$ cat src/rtl/icache_fetch.sv
`default_nettype none
// ============================================================================
// Module      : icache_fetch
// Description : Direct-mapped instruction cache placed in front of the CPU
//               fetch stage. Returns the instruction combinationally on a
//               hit and stalls the CPU (pc_en low) while a missing line is
//               burst-filled from a variable-latency instruction memory.
// Revision    : 1.0 - initial release
// ============================================================================
module icache_fetch #(
  parameter int LINES = 16,
  parameter int WORDS = 4
) (
  input  logic        clk,
  input  logic        reset,
  input  logic [31:0] pc,
  input  logic        flush,
  output logic [31:0] inst,
  output logic        pc_en,
  output logic        mem_req,
  output logic [31:0] mem_addr,
  input  logic        mem_gnt,
  input  logic        mem_rvalid,
  input  logic [31:0] mem_rdata,
  output logic [31:0] hit_cnt,
  output logic [31:0] miss_cnt
);

  localparam int OFFW = $clog2(WORDS);
  localparam int IDXW = $clog2(LINES);
  localparam int LOW  = OFFW + 2;          // first index bit of a byte address
  localparam int TAGW = 32 - LOW - IDXW;

  localparam logic [1:0] IDLE = 2'd0;
  localparam logic [1:0] REQ  = 2'd1;
  localparam logic [1:0] FILL = 2'd2;

  logic [1:0]       state_q,    state_d;
  logic [LINES-1:0] valid_q,    valid_d;
  logic             mem_req_q,  mem_req_d;
  logic [31:0]      mem_addr_q, mem_addr_d;
  logic [OFFW-1:0]  cnt_q,      cnt_d;
  logic             flushed_q,  flushed_d;
  logic [31:0]      hit_cnt_q,  hit_cnt_d;
  logic [31:0]      miss_cnt_q, miss_cnt_d;

  logic [TAGW-1:0]  tag_q  [LINES];
  logic [31:0]      data_q [LINES*WORDS];

  logic [OFFW-1:0]  w_lk_off;
  logic [IDXW-1:0]  w_lk_idx;
  logic [TAGW-1:0]  w_lk_tag;
  logic [IDXW-1:0]  w_fill_idx;
  logic [TAGW-1:0]  w_fill_tag;
  logic             w_hit;
  logic             w_beat;
  logic             w_last;
  logic             w_unused_pc;

  // Lookup fields come from the live pc; the fill line is identified by the
  // latched request address, so pc redirects mid-fill cannot disturb it.
  assign w_lk_off    = pc[LOW-1:2];
  assign w_lk_idx    = pc[LOW +: IDXW];
  assign w_lk_tag    = pc[31 -: TAGW];
  assign w_fill_idx  = mem_addr_q[LOW +: IDXW];
  assign w_fill_tag  = mem_addr_q[31 -: TAGW];
  assign w_unused_pc = ^pc[1:0];

  assign w_hit  = !reset && (state_q == IDLE) && valid_q[w_lk_idx] &&
                  (tag_q[w_lk_idx] == w_lk_tag);
  assign w_beat = (state_q == FILL) && mem_rvalid;
  assign w_last = w_beat && (cnt_q == OFFW'(WORDS - 1));

  assign inst     = w_hit ? data_q[{w_lk_idx, w_lk_off}] : 32'h0000_0000;
  assign pc_en    = w_hit;
  assign mem_req  = mem_req_q;
  assign mem_addr = mem_addr_q;
  assign hit_cnt  = hit_cnt_q;
  assign miss_cnt = miss_cnt_q;

  // Next-state logic: lookup / request / fill sequencing, valid bits, counters.
  always_comb begin
    state_d    = state_q;
    mem_req_d  = mem_req_q;
    mem_addr_d = mem_addr_q;
    cnt_d      = cnt_q;
    flushed_d  = flushed_q | flush;
    valid_d    = flush ? '0 : valid_q;
    hit_cnt_d  = hit_cnt_q;
    miss_cnt_d = miss_cnt_q;
    case (state_q)
      IDLE: begin
        if (w_hit) begin
          if (hit_cnt_q != 32'hFFFF_FFFF) hit_cnt_d = hit_cnt_q + 32'd1;
        end else begin
          state_d    = REQ;
          mem_req_d  = 1'b1;
          mem_addr_d = {pc[31:LOW], {LOW{1'b0}}};
          flushed_d  = 1'b0;
          if (miss_cnt_q != 32'hFFFF_FFFF) miss_cnt_d = miss_cnt_q + 32'd1;
        end
      end
      REQ: begin
        if (mem_gnt) begin
          state_d   = FILL;
          mem_req_d = 1'b0;
          cnt_d     = '0;
        end
      end
      FILL: begin
        if (w_beat) cnt_d = cnt_q + 1'b1;
        if (w_last) begin
          state_d = IDLE;
          // A flush seen at any point of this fill (including now) wins.
          if (!flushed_q && !flush) valid_d[w_fill_idx] = 1'b1;
        end
      end
      default: state_d = IDLE;
    endcase
  end

  // Control registers: synchronous reset aborts any fill in progress.
  always_ff @(posedge clk) begin
    if (reset) begin
      state_q    <= IDLE;
      valid_q    <= '0;
      mem_req_q  <= 1'b0;
      mem_addr_q <= '0;
      cnt_q      <= '0;
      flushed_q  <= 1'b0;
      hit_cnt_q  <= '0;
      miss_cnt_q <= '0;
    end else begin
      state_q    <= state_d;
      valid_q    <= valid_d;
      mem_req_q  <= mem_req_d;
      mem_addr_q <= mem_addr_d;
      cnt_q      <= cnt_d;
      flushed_q  <= flushed_d;
      hit_cnt_q  <= hit_cnt_d;
      miss_cnt_q <= miss_cnt_d;
    end
  end

  // Tag/data arrays: not reset, written only by fill beats outside reset.
  always_ff @(posedge clk) begin
    if (!reset && w_beat) data_q[{w_fill_idx, cnt_q}] <= mem_rdata;
    if (!reset && w_last) tag_q[w_fill_idx] <= w_fill_tag;
  end

endmodule
`default_nettype wire

$ cat config.mk
export PLATFORM = sky130hd
export DESIGN_NAME = icache_fetch
export DESIGN_NICKNAME = d
export VERILOG_FILES = /design/src/rtl/icache_fetch.sv
export SDC_FILE = /design/constraint.sdc
export NUM_CORES = 2
export LEC_CHECK = 0
export BUFFER_PORTS_ARGS = -buffer_cell sky130_fd_sc_hd__buf_2
export CAP_MARGIN = 30
export CORE_ASPECT_RATIO = 0.8
export CORE_MARGIN = 1.5
export CORE_UTILIZATION = 65
export DETAILED_ROUTE_END_ITERATION = 10
export PLACE_DENSITY = 0.82
export SETUP_SLACK_MARGIN = 0.15
export SLEW_MARGIN = 20
export SYNTH_ARGS = -nofsm -noshare
export SYNTH_HDL_FRONTEND = slang
export SYNTH_SLANG_ARGS = --single-unit
export TNS_END_PERCENT = 30
$ cat constraint.sdc
create_clock -name clk -period 6 [get_ports clk]
set_clock_uncertainty 0.1 [all_clocks]
set_input_delay 0.9 -clock clk [delete_from_list [all_inputs] [get_ports clk]]
set_output_delay 0.9 -clock clk [all_outputs]
set_load 0.1 [all_outputs]
==> reports/metrics.cfg <==
[placement]
dp_hpwl_mm = 152.9
place_congestion = 0.8482
placed_cells = 6521
pre_cts_ws_ns = 0.6052
portBuffers = 192

[die]
core_sq_um = 150200
die-width_um = 438.5
ios = 199
start_util = 0.6568
die_area_sq_um = 154100
rows = 127
die-height_um = 351.4

[power]
powerDensity_nw_per_um2 = 326.1
peakVddDrop_mv = 0.2818
p_leak_nw = 35.30

[global_route]
grt_pass1_wl_mm = 415.0
grt_usage = 0.3931
antenna_found_initial = 30
grt_overflow = 0
grt_pass1_vias = 53150
grt_max_degree = 88

[cts]
cts_tree = done
worstSkewPairLatency_ns = 0.90
cts_buffers = 223
cts_root_buf = clkbuf_16
clk_pin_slew_ns = 0.07
clockBufferDepth = 3
htreeDepth = 4
cts.sinks = 2546

[yosys]
yosysWarnings = 0
synthArstFlopShare = 0
synth.avg_cell_area_sq_um = 22.56
synth_seq_cells = 2546
seq_area_frac_synth = 0.7637
synth_edf_count = 2432
ys.flop_type = edfxtp_1
yosysUniqueCellTypes = 63
syn_area_sq_um = 98620
syn-instance-count = 4372

[timing]
grt_setup_unrepaired = false
worst_slew_pin_slew_ns = 1.011
finalHoldViolCount = 0
fmax_mhz = 170.2
slew_viol_final = 0
min_period_ns = 5.876
slew_headroom = 0.3242
period_share = 0.9793
finalWorstSetupSlack_ns = 0.1241
setup-violations-final = 0

[critical_path]
worstSetupStartpointType = primary input
worstPathMaxFanout = 41
cp_slowest_cell = mux4_2
critPathTopFamily = buffers and inverters
path_cells = buf_8, buf_4, mux4_2, o22ai_1, nor2_1, xnor2_1, nand2_1, nor4_2, nand3_4, buf_12, a211oi_1, buf_4, buf_12
crit_buf_inv = 5
setup.worst_path.class = in -> out
critPathMaxStageDelay_ns = 0.55
arrival_ns = 4.88
end_kind = primary output
crit_required_ns = 5.00

[run_status]
status = completed

[detailed_routing]
avgRoutedWirePerCell_um = 43.47
vias = 54240
detail-route-antenna-nets = 0
drt-initial-drc-count = 11080
viasPerCell = 7.786
first_pass_iters = 7
drcViolationCount = 0
wl_mm = 302.8

[finish]
fill_cells = 7211
fin_util = 0.7447
multiInputGateArea_sq_um = 22670
area_growth_pct = 13.39
layout_common_cells = 2,432 x edfxtp_1, 759 x mux4_2, 227 x clkbuf_16
drive_gt1_frac = 0.3271
final_common_cell = edfxtp_1
fin_cells = 6966
nets = 4830
regArea_sq_um = 75310

[min_path]
hold_path.class = in -> reg

[job]
cap_viol_max_count = 0

## worst reg2reg max path: stages (launching register included)
cell and delay (ns):
edfxtp_1 0.40, mux4_2 0.50, mux4_2 0.49, xnor2_1 0.30
nor4b_2 0.46, o2111ai_1 0.32, nor4_1 0.44, and4_1 0.77
buf_4 0.30, nor4b_1 0.07, o21a_1 0.20
## state kept, by name, indices dropped and copies added, names as in the netlist
signal,cells
mem_addr,28
state_q,2
hit_cnt,32
flushed_q,1
tag_q,384
miss_cnt,32
data_q,2048
valid_q,16
cnt_q,2
mem_req,1
## synthesized netlist by cell type, types with 3 or more instances
cell type / number / area share
buf_6: 11 / 0.0013
nand2b_1: 32 / 0.0020
and2_1: 5 / 0.00032
edfxtp_1: 2432 / 0.74
nor4b_1: 7 / 0.00062
nor3b_1: 4 / 0.00030
nor2_1: 116 / 0.0044
or4_1: 34 / 0.0026
xor2_1: 5 / 0.00044
nor4_1: 4 / 0.00025
o21a_1: 4 / 0.00030
or3_1: 5 / 0.00032
xnor2_1: 21 / 0.0019
ha_1: 3 / 0.00038
buf_1: 51 / 0.0019
nor3_1: 15 / 0.00076
or2_2: 6 / 0.00038
nor2b_1: 55 / 0.0035
clkbuf_1: 144 / 0.0055
nand3b_1: 8 / 0.00061
mux4_2: 759 / 0.17
buf_4: 11 / 0.00084
and3_1: 20 / 0.0013
a21oi_1: 91 / 0.0046
a22oi_1: 3 / 0.00023
and4_1: 8 / 0.00071
nand2_1: 76 / 0.0029
inv_1: 13 / 0.00049
nand4_1: 16 / 0.0010
nand3_1: 72 / 0.0037
buf_2: 35 / 0.0018
o211ai_1: 3 / 0.00023
mux2i_1: 66 / 0.0067
o31ai_1: 39 / 0.0030
a31o_2: 4 / 0.00036
dfxtp_1: 114 / 0.023
a211oi_1: 24 / 0.0018
buf_8: 3 / 0.00046
mux2_2: 17 / 0.0019
o22ai_1: 5 / 0.00032
## worst paths after layout
| check | start | to | slack, ns | depth (start not counted) |
|---|---|---|---|---|
| max | pc[6] | inst[14] | 0.12 | 13 |
| min | pc[12] | mem_addr[12] | 0.20 | 3 |
| max reg2reg | tag_q[6][6] | miss_cnt[15] | 1.49 | 10 |
| min reg2reg | hit_cnt[30] | hit_cnt[30] | 0.40 | 2 |
## repair_timing
action	4_1_cts	5_1_grt
endpoints found under the setup margin	0	8
gates resized for setup	0	2
hold buffers	0	0
buffers inserted	0	0
## routing by layer
metal	up-vias	share of wire	GRT usage
met4	20	0.069	0.2104
met5	-	0.00051	0.001241
met3	1363	0.15	0.1127
met2	6076	0.47	0.6033
li1	19350	-	-
met1	27430	0.31	0.5203
## where the power goes
| group | switching [mW] | leakage, nW | internal, mW |
|---|---|---|---|
| logic | 1.31 | 8.85 | 0.718 |
| registers | 0.0860 | 22.9 | 19.5 |
| clock network | 6.90 | 3.57 | 7.98 |
| total | 8.30 | 35.3 | 28.2 |
## area by class of cell
type | count | area share
Antenna cell | 14 | 0.0003133
Clock buffer | 273 | 0.05316
Clock inverter | 147 | 0.01259
Inverter | 13 | 0.0004364
Multi-Input combinational cell | 1561 | 0.2027
Sequential cell | 2546 | 0.6735
Tap cell | 1999 | 0.02237
Timing Repair Buffer | 413 | 0.03489
## cell families (layout without fill, tap and decap cells)
logic type               after synthesis  in the layout  share of synthesized area
other                                  1             18                 0.00003802
XOR/XNOR                              26             26                   0.002309
multiplexers                         843            843                     0.1821
AO/OA/AOI/OAI                        194            194                    0.01266
adder cells (fa/ha/maj)                3              3                  0.0003807
flip-flops                          2546           2546                     0.7637
AND/OR/NAND/NOR                      491            491                    0.02662
buffers and inverters                268            846                    0.01224
## stage by stage
step	total power [mW]	TNS (ns)	hold slack (ns)	instance area, sq um
3_5_place_dp	21.80	0	0.3605	104200
5_1_grt	37.05	0	0.2016	111800
3_3_place_gp	21.71	0	0.3552	103800
2_1_floorplan	21.04	-7.482	0.3469	98630
4_1_cts	36.33	0	0.1755	111500
6_report	36.47	0	0.1989	111800
(Power assumes the default switching activity.)
